==> src/rtl/router_sync_n_pkg.sv <==
// ---------------------------------------------------------------------------
// router_sync_n_pkg
// Shared defaults for the parametrised router synchroniser. The top module,
// its bus interface and the per-port watchdog all take their default sizes
// from here so a single edit retunes the whole slice.
//
// Contents:
//   DEFAULT_NUM_PORTS  number of output FIFOs served by the router
//   DEFAULT_ADDR_W     width of the destination address field
//   DEFAULT_TIMEOUT    idle cycles before a port's soft reset pulse
//   DEFAULT_CNT_W      width of each watchdog idle counter
// ---------------------------------------------------------------------------
package router_sync_n_pkg;

  localparam int DEFAULT_NUM_PORTS = 3;
  localparam int DEFAULT_ADDR_W    = 2;
  localparam int DEFAULT_TIMEOUT   = 30;
  localparam int DEFAULT_CNT_W     = 5;

endpackage

==> src/rtl/router_sync_n_if.sv <==
// ---------------------------------------------------------------------------
// router_sync_n_if
// Bundles every signal exchanged between the register block / FIFO bank and
// the router synchroniser. clk and rst are kept outside as plain ports.
//
// Modports:
//   master  drives detect_add, din, we_reg, wd_en, re, empty, full;
//           observes we, fifo_full, addr_err, vld_out, soft_rst
//   slave   the router itself (mirror image of master)
//
// Signals:
//   detect_add  1          header strobe, latch din as destination
//   din         ADDR_W     destination address
//   we_reg      1          write request for the current packet
//   wd_en       1          watchdog enable
//   re          NUM_PORTS  per-port FIFO read enable
//   empty       NUM_PORTS  per-port FIFO empty
//   full        NUM_PORTS  per-port FIFO full
//   we          NUM_PORTS  one-hot FIFO write enable
//   fifo_full   1          full flag of the addressed FIFO
//   addr_err    1          latched address is out of range
//   vld_out     NUM_PORTS  per-port valid (~empty)
//   soft_rst    NUM_PORTS  per-port one-cycle soft-reset pulse
// ---------------------------------------------------------------------------
interface router_sync_n_if
  import router_sync_n_pkg::*;
#(
  parameter int NUM_PORTS = DEFAULT_NUM_PORTS,
  parameter int ADDR_W    = DEFAULT_ADDR_W
);

  logic                 detect_add;
  logic [ADDR_W-1:0]    din;
  logic                 we_reg;
  logic                 wd_en;
  logic [NUM_PORTS-1:0] re;
  logic [NUM_PORTS-1:0] empty;
  logic [NUM_PORTS-1:0] full;
  logic [NUM_PORTS-1:0] we;
  logic                 fifo_full;
  logic                 addr_err;
  logic [NUM_PORTS-1:0] vld_out;
  logic [NUM_PORTS-1:0] soft_rst;

  modport master (
    output detect_add, din, we_reg, wd_en, re, empty, full,
    input  we, fifo_full, addr_err, vld_out, soft_rst
  );

  modport slave (
    input  detect_add, din, we_reg, wd_en, re, empty, full,
    output we, fifo_full, addr_err, vld_out, soft_rst
  );

endinterface

==> src/rtl/router_sync_n_wdt.sv <==
// ---------------------------------------------------------------------------
// router_sync_wdt
// Idle watchdog for one output port. Counts consecutive cycles in which the
// FIFO holds data but nobody reads it; after TIMEOUT such cycles it emits a
// one-cycle soft_rst pulse and starts counting again, so a FIFO that stays
// stuck is pulsed every TIMEOUT cycles.
//
// Ports:
//   clk       in   clock
//   rst       in   synchronous, active-low reset
//   en        in   watchdog enable; 0 holds the counter at zero
//   empty     in   FIFO empty flag for this port
//   re        in   FIFO read enable for this port (restarts the idle count)
//   soft_rst  out  registered one-cycle soft-reset pulse
// ---------------------------------------------------------------------------
module router_sync_wdt
  import router_sync_n_pkg::*;
#(
  parameter int TIMEOUT = DEFAULT_TIMEOUT,
  parameter int CNT_W   = DEFAULT_CNT_W
) (
  input  logic clk,
  input  logic rst,
  input  logic en,
  input  logic empty,
  input  logic re,
  output logic soft_rst
);

  localparam logic [CNT_W-1:0] LAST = CNT_W'(TIMEOUT - 1);

  logic [CNT_W-1:0] cnt;

  // Idle counter and pulse register. Anything that proves the port is alive
  // (empty, a read) or that the watchdog is off clears both. Reaching LAST
  // fires the pulse and wraps to zero, so the counter never runs past
  // TIMEOUT-1 and consecutive pulses are exactly TIMEOUT cycles apart.
  always_ff @(posedge clk) begin
    if (!rst || !en || empty || re) begin
      cnt      <= '0;
      soft_rst <= 1'b0;
    end else if (cnt == LAST) begin
      cnt      <= '0;
      soft_rst <= 1'b1;
    end else begin
      cnt      <= cnt + CNT_W'(1);
      soft_rst <= 1'b0;
    end
  end

endmodule

==> src/rtl/router_sync_n.sv <==
// ---------------------------------------------------------------------------
// router_sync_n
// Router synchroniser between the register block and NUM_PORTS output FIFOs.
// Latches the destination of each packet on its header, steers the write
// enable to that FIFO, returns that FIFO's full flag, flags out-of-range
// destinations and runs one idle watchdog per port.
//
// Ports:
//   clk   in      clock
//   rst   in      synchronous, active-low reset
//   bus   slave   router_sync_n_if bundle (see interface header)
// ---------------------------------------------------------------------------
module router_sync_n
  import router_sync_n_pkg::*;
#(
  parameter int NUM_PORTS = DEFAULT_NUM_PORTS,
  parameter int ADDR_W    = DEFAULT_ADDR_W,
  parameter int TIMEOUT   = DEFAULT_TIMEOUT,
  parameter int CNT_W     = DEFAULT_CNT_W
) (
  input  logic            clk,
  input  logic            rst,
  router_sync_n_if.slave  bus
);

  // Reject configurations the decode or the watchdog cannot represent.
  if (NUM_PORTS < 2 || NUM_PORTS > 4) begin : g_bad_ports
    $error("router_sync_n: NUM_PORTS must be in 2..4");
  end
  if (NUM_PORTS > (1 << ADDR_W)) begin : g_bad_addr_w
    $error("router_sync_n: ADDR_W too narrow for NUM_PORTS");
  end
  if (TIMEOUT < 2 || TIMEOUT >= (1 << CNT_W)) begin : g_bad_timeout
    $error("router_sync_n: TIMEOUT must be in 2..2**CNT_W-1");
  end

  logic [ADDR_W-1:0]    addr_q;
  logic                 addr_err;
  logic [NUM_PORTS-1:0] we_c;
  logic                 fifo_full_c;
  logic [NUM_PORTS-1:0] soft_rst_w;

  // Destination latch. The header strobe captures the address and, on the
  // same edge, whether it points past the last port; both hold otherwise.
  always_ff @(posedge clk) begin
    if (!rst) begin
      addr_q   <= '0;
      addr_err <= 1'b0;
    end else if (bus.detect_add) begin
      addr_q   <= bus.din;
      addr_err <= (int'(bus.din) >= NUM_PORTS);
    end
  end

  // Write steering. Decodes the registered address, so a header arriving
  // together with we_reg still writes to the previous destination. A bad
  // address suppresses every write enable.
  always_comb begin
    we_c = '0;
    for (int i = 0; i < NUM_PORTS; i++) begin
      we_c[i] = bus.we_reg && !addr_err && (int'(addr_q) == i);
    end
  end

  // Back-pressure to the source. A bad address reports full so the source
  // stalls instead of pushing data nowhere.
  always_comb begin
    fifo_full_c = 1'b1;
    if (!addr_err) begin
      for (int i = 0; i < NUM_PORTS; i++) begin
        if (int'(addr_q) == i) fifo_full_c = bus.full[i];
      end
    end
  end

  assign bus.we        = we_c;
  assign bus.fifo_full = fifo_full_c;
  assign bus.addr_err  = addr_err;
  assign bus.vld_out   = ~bus.empty;
  assign bus.soft_rst  = soft_rst_w;

  // One independent idle watchdog per output port.
  for (genvar i = 0; i < NUM_PORTS; i++) begin : g_wdt
    router_sync_wdt #(
      .TIMEOUT (TIMEOUT),
      .CNT_W   (CNT_W)
    ) u_wdt (
      .clk      (clk),
      .rst      (rst),
      .en       (bus.wd_en),
      .empty    (bus.empty[i]),
      .re       (bus.re[i]),
      .soft_rst (soft_rst_w[i])
    );
  end

endmodule

==> src/flat_wrapper.sv <==
// flat-port wrapper written by rule: the top's interface ports become plain ports
module router_sync_n_flat import router_sync_n_pkg::*;
#(
  parameter int NUM_PORTS = DEFAULT_NUM_PORTS,
  parameter int ADDR_W    = DEFAULT_ADDR_W,
  parameter int TIMEOUT   = DEFAULT_TIMEOUT,
  parameter int CNT_W     = DEFAULT_CNT_W
)
  (clk, rst, bus_detect_add, bus_din, bus_we_reg, bus_wd_en, bus_re, bus_empty, bus_full, bus_we, bus_fifo_full, bus_addr_err, bus_vld_out, bus_soft_rst);
  router_sync_n_if #(.NUM_PORTS(NUM_PORTS), .ADDR_W(ADDR_W)) bus_i ();
  input  logic clk;
  input  logic rst;
  input wire logic [$bits(bus_i.detect_add)-1:0] bus_detect_add;
  input wire logic [$bits(bus_i.din)-1:0] bus_din;
  input wire logic [$bits(bus_i.we_reg)-1:0] bus_we_reg;
  input wire logic [$bits(bus_i.wd_en)-1:0] bus_wd_en;
  input wire logic [$bits(bus_i.re)-1:0] bus_re;
  input wire logic [$bits(bus_i.empty)-1:0] bus_empty;
  input wire logic [$bits(bus_i.full)-1:0] bus_full;
  output wire logic [$bits(bus_i.we)-1:0] bus_we;
  output wire logic [$bits(bus_i.fifo_full)-1:0] bus_fifo_full;
  output wire logic [$bits(bus_i.addr_err)-1:0] bus_addr_err;
  output wire logic [$bits(bus_i.vld_out)-1:0] bus_vld_out;
  output wire logic [$bits(bus_i.soft_rst)-1:0] bus_soft_rst;
  assign bus_i.detect_add = bus_detect_add;
  assign bus_i.din = bus_din;
  assign bus_i.we_reg = bus_we_reg;
  assign bus_i.wd_en = bus_wd_en;
  assign bus_i.re = bus_re;
  assign bus_i.empty = bus_empty;
  assign bus_i.full = bus_full;
  assign bus_we = bus_i.we;
  assign bus_fifo_full = bus_i.fifo_full;
  assign bus_addr_err = bus_i.addr_err;
  assign bus_vld_out = bus_i.vld_out;
  assign bus_soft_rst = bus_i.soft_rst;
  router_sync_n #(.NUM_PORTS(NUM_PORTS), .ADDR_W(ADDR_W), .TIMEOUT(TIMEOUT), .CNT_W(CNT_W)) u_core (.clk(clk), .rst(rst), .bus(bus_i));
endmodule
==> config.mk <==
export PLATFORM = sky130hd
export DESIGN_NAME = router_sync_n_flat
export DESIGN_NICKNAME = d
export VERILOG_FILES = /design/src/rtl/router_sync_n_pkg.sv /design/src/rtl/router_sync_n_if.sv /design/src/rtl/router_sync_n_wdt.sv /design/src/rtl/router_sync_n.sv /design/src/flat_wrapper.sv
export SDC_FILE = /design/constraint.sdc
export NUM_CORES = 1
export LEC_CHECK = 0
export BUFFER_PORTS_ARGS = -buffer_cell sky130_fd_sc_hd__buf_2
export CORE_MARGIN = 4
export CORE_UTILIZATION = 44
export DETAILED_ROUTE_END_ITERATION = 6
export PLACE_DENSITY_LB_ADDON = 0.05
export SLEW_MARGIN = 20
export SYNTH_ARGS = -nofsm -noshare
export SYNTH_HDL_FRONTEND = slang
export SYNTH_SLANG_ARGS = --single-unit
==> constraint.sdc <==
create_clock -name clk -period 1.4 [get_ports clk]
set_clock_uncertainty 0.1 [all_clocks]
set_input_delay 0.28 -clock clk [delete_from_list [all_inputs] [get_ports clk]]
set_output_delay 0.28 -clock clk [all_outputs]
set_load 0.01 [all_outputs]
### Word-level counts from Yosys, hierarchy flattened

Cells that the tools add are included.

* add/subtract/negate cells: 3
* $lt $le $gt $ge: 1
* eq/ne operators: 5
* multiplexer cells: 7
* bitwise gates (word level): 1
* reductions and logical operators: 18

Operators by type and width (number)
* adder 5 x 1 -> 5 bit (second input constant): 3
* == test 5 bit (second input constant): 3
* logical OR 1 bit: 7
* two-way mux 1 bit: 7
* OR reduction 2 bit: 3
* == test 2 bit (second input constant): 2
* logical AND 1 bit: 4
* logical NOT 1 bit: 3
* inverter 3 bit: 1
* >= comparator 2 bit (second input constant): 1
* logical NOT 2 bit: 1

* bits in registers: 21
* output and inout bits: 11
* logic and storage cells: 43

### Depth between registers and ports, before layout

* depth in word-level cells: 5
* mapped depth: 5

### Modules after synthesis

Synthesis repeated with hierarchy kept, for this count alone.

* cell total of the unflattened synthesis: 89
* area total of the unflattened synthesis: 885.8 µm²

Modules (own cells, without submodules)
* router_sync_wdt: times used 3, cells an instance 23, area an instance 234.0 µm², seq. area each 120.1 µm²
* router_sync_n: times used 1, cells an instance 20, area an instance 183.9 µm², seq. area each 60.1 µm²

### Least setup slack after synthesis

Ideal clock, no wire load.

* path type: register to register
* start point: reg u_core.g_wdt[0].u_wdt.cnt[1]
* end point: reg u_core.g_wdt[0].u_wdt.cnt[2]
* setup time: 64 ps
* data arrival time: 1197 ps
* setup slack: 38 ps
* stages on the path, launching flop included: 6
* buffers on the path: 0
* cell sequence: dfxtp_1 > inv_1 > ha_1 > nand4_1 > or4b_4 > nor2_1

* cells in the longest elaborated chain, start to end: 2
* elaborated cells between the ends (all ways): 3
* those cells by class: 1 x add/sub; 1 x eq/ne; 1 x reduce/logical

Ends and longest elaborated chain
* from (decl): line router_sync_n_wdt.sv:32 `logic [CNT_W-1:0] cnt;`
* from (signal assigned): line router_sync_n_wdt.sv:46 `cnt <= cnt + CNT_W'(1);`
* branches (longest 2 deep; another with adder 5 x 1 -> 5 bit)

Several ways; the timed one is not identified.
A chain may end at the register's enable or synchronous reset.

### Worst setup path in the final report

* start point: reg u_core.addr_q[1]
* end point: out bus_fifo_full

* cells in the longest elaborated chain, start to end: 5
* elaborated cells between the ends (all ways): 7
* those cells by class: 2 x eq/ne; 4 x mux; 1 x reduce/logical

Ends and longest elaborated chain
* from (decl): line router_sync_n.sv:37 `logic [ADDR_W-1:0] addr_q;`
* from (signal assigned): line router_sync_n.sv:50 `addr_q <= bus.din;`
* logical NOT 2 bit: line router_sync_n.sv:71 `if (int'(addr_q) == i) fifo_full_c = bus.full[i];`
* two-way mux 1 bit (2 in a row): line router_sync_n.sv:71
* two-way mux 1 bit *: line router_sync_n.sv:71
* two-way mux 1 bit *: line router_sync_n.sv:69 `if (!addr_err) begin`
* to (decl): line flat_wrapper.sv:21 `output wire logic [$bits(bus_i.fifo_full)-1:0] bus_fifo_full;`

Mark *: on every way between the ends. The rest lies on a longest branch, timed or not.

==> flow_summary.toml <==
[run_status]
violations = "setup timing"
run_status = "complete, but fails checks"

[power]
power_uw = 985
p_leak_uw = 0.000517
vdd_ir_drop_max_mv = 0.704
p_per_area_nw_per_um2 = 794

[global_routing]
grt_use_total = 0.140
grt_pass1_wl_um = 2860
globalRouteOverflowTotal = 0
grt_max_degree = 12
antenna_found_initial = 0
grt_pass1_vias = 664

[logic_synthesis]
ys_seq_area_frac = 0.467
synthesis.instances = 90
synthXorXnorAreaFrac = 0.0876
synth_cell_types = 21
synth_warnings = 0
netlist_area_um2 = 900
synthMuxAreaShare = 0.0223
synth_nets = 112
synth_seq_cells = 21
avgSynthCellArea_um2 = 10.0
synth_top_area_frac = 0.467
synth_top_family_by_area = "simple AND/OR/NAND/NOR gates"
synth_compound_area_frac = 0.0250
synth_adder_area_share = 0.0834
synth.largest_area_cell = "dfxtp_1"
synthTopCellsByArea = "dfxtp_1 47%, ha_1 8.3%, nor2_1 6.3%"
yosys.area_share.simple = 0.264

[setup_path]
crit_type = "reg2out"
endpoint_kind = "output port"
cp_slowest_cell = "dfxtp_4"
critPathTopFamily = "flip-flops"
required_ns = 1.02
cp.arrival_ns = 1.12
crit_start = "u_core.addr_q[1]$_SDFFE_PN0P_"
crit_chain = "nor3b_1 -> o21bai_1 -> buf_2"
slowest_delay_ns = 0.38
critPathLaunchType = "flop"
r2r-start = "u_core.g_wdt[1].u_wdt.cnt[1]$_SDFF_PP0_"
path_max_fanout = 7
critPathBufInv = 1

[cells_and_area]
multi_input_area_um2 = 517
instances_no_fill = 154
drive_gt1_frac = 0.528
layout.nets = 150
area_growth_pct = 38.0
final_cell_area_um2 = 1240
seq_area_um2 = 437
fill_cells = 181
antenna_cells = 0
final_cell_mix = "26 x buf_2, 14 x dfxtp_1, 10 x buf_4, 7 x nor2_2, 7 x nand3_1"
layout_commonest_cell = "buf_2"

[floorplanning]
die_area_um2 = 2830
die_h_um = 53.2
initial_core_util = 0.463
num_rows = 16
die_w_um = 53.2
design.core.area_um2 = 1940
ios = 27

[clock_network]
htreeDepth = 1
clk_latency_ns = 0.29
clkTransAtPathRegs_ns = 0.11
cts_root_buf = "clkbuf_4"
cts-hold-fix-buffers = 0
clock_sinks = 21
cts_tree = "built"
numCtsBuffers = 3
clk_path_buf_depth = 2

[timing]
finalSetupViolCount = 8
fmaxAchievable_ghz = 0.666
slew_headroom = 0.826
hold_viol = 0
final.setup.worst_slack_ns = -0.102
period_needed_ns = 1.50
finalCritPeriodShare = 1.07
worstMarginPinSlew_ns = 0.260
drv_slew = 0
rsz0062_at_grt = "true"

[placement]
dp_cells = 147
gp_congestion = 0.782
dp_hpwl_um = 1270
portBuffers = 26
placed_cell_area_um2 = 1090

[routing]
wl_per_cell_um = 11.3
drtIter0Drc = 1
firstDrtPassIters = 2
avgViaCountPerCell = 4.81
drt-total-wl_um = 1750
ant_nets = 0
via_count = 740
drc = 0

[job]
maxCapViolations = 0

[min_path]
hold_path.class = "in2reg"
min-delay-start = "bus_re[2]"
[report_power, final]
part | total, µW | switching, µW | internal [µW]
Clock | 278 | 168 | 111
Sequential | 612 | 9.95 | 602
Combinational | 94.9 | 44.9 | 50.0
Total | 985 | 223 | 763
[synth_stat cells, drive strengths merged]
master and n:
nand4 3, o21bai 1, nor3b 1, buf 3, xor2 6, dfxtp 21, nor2b 3, ha 6
nand3 7, nor4bb 2, nor2 15, nand2 1, nand2b 1, or4b 3, nor4b 1, a21boi 1
xnor2 3, nor4 3, mux2i 2, inv 6, a211oi 1
[path summary, 6_finish.rpt]
check                                              end  slack [ns]  cells after the start
min          u_core.g_wdt[2].u_wdt.soft_rst$_SDFF_PP0_        0.05                      2
max reg2reg    u_core.g_wdt[1].u_wdt.cnt[1]$_SDFF_PP0_       -0.01                      5
min reg2reg  u_core.g_wdt[0].u_wdt.soft_rst$_SDFF_PP0_        0.42                      2
max                                      bus_fifo_full       -0.10                      3
[logic make-up after synthesis]
family	Yosys count
adder cells (fa/ha/maj)	6
XOR/XNOR	9
flip-flops	21
multiplexers	2
AO/OA/AOI/OAI	3
AND/OR/NAND/NOR	40
buffers and inverters	9
[layer usage]
layer	vias up	wire (µm)	GRT usage
met5	-	0	0
met4	0	30	0.0766
met3	4	104	0.0338
met2	21	869	0.231
met1	334	741	0.165
li1	381	-	-
[repair_timing]
item,in CTS,in global routing
resized for setup,16,16
pin swaps,11,8
setup buffers,2,1
endpoints found under the hold margin,0,0
setup endpoints to repair,19,19
[area by class of cell]
cell class / count / area share
multi-input cells: 60 / 0.416
repair buffers: 36 / 0.165
flip-flops and latches: 21 / 0.352
well taps: 27 / 0.0272
inverters: 6 / 0.0181
clock buffers: 4 / 0.0212
[metrics by stage]
stage / util / hold WS, ns / setup WS, ns / setup TNS, ns
after floorplan: - / 0.257 / 0.0382 / 0
after global placement: 0.563 / 0.363 / 0.00555 / 0
after detailed placement: 0.563 / 0.367 / -0.0225 / -0.0913
after CTS: 0.606 / 0.0351 / -0.104 / -0.356
after global routing: 0.639 / 0.0346 / -0.194 / -1.36
final: 0.639 / 0.0478 / -0.102 / -0.339
[registers in the layout (all words and copies together), names as in the netlist]
signal,flops
u_core.g_wdt.u_wdt.cnt,15
u_core.g_wdt.u_wdt.soft_rst,3
u_core.addr_q,2
u_core.bus.addr_err,1
Note: power is estimated with default switching activity, not from simulation.
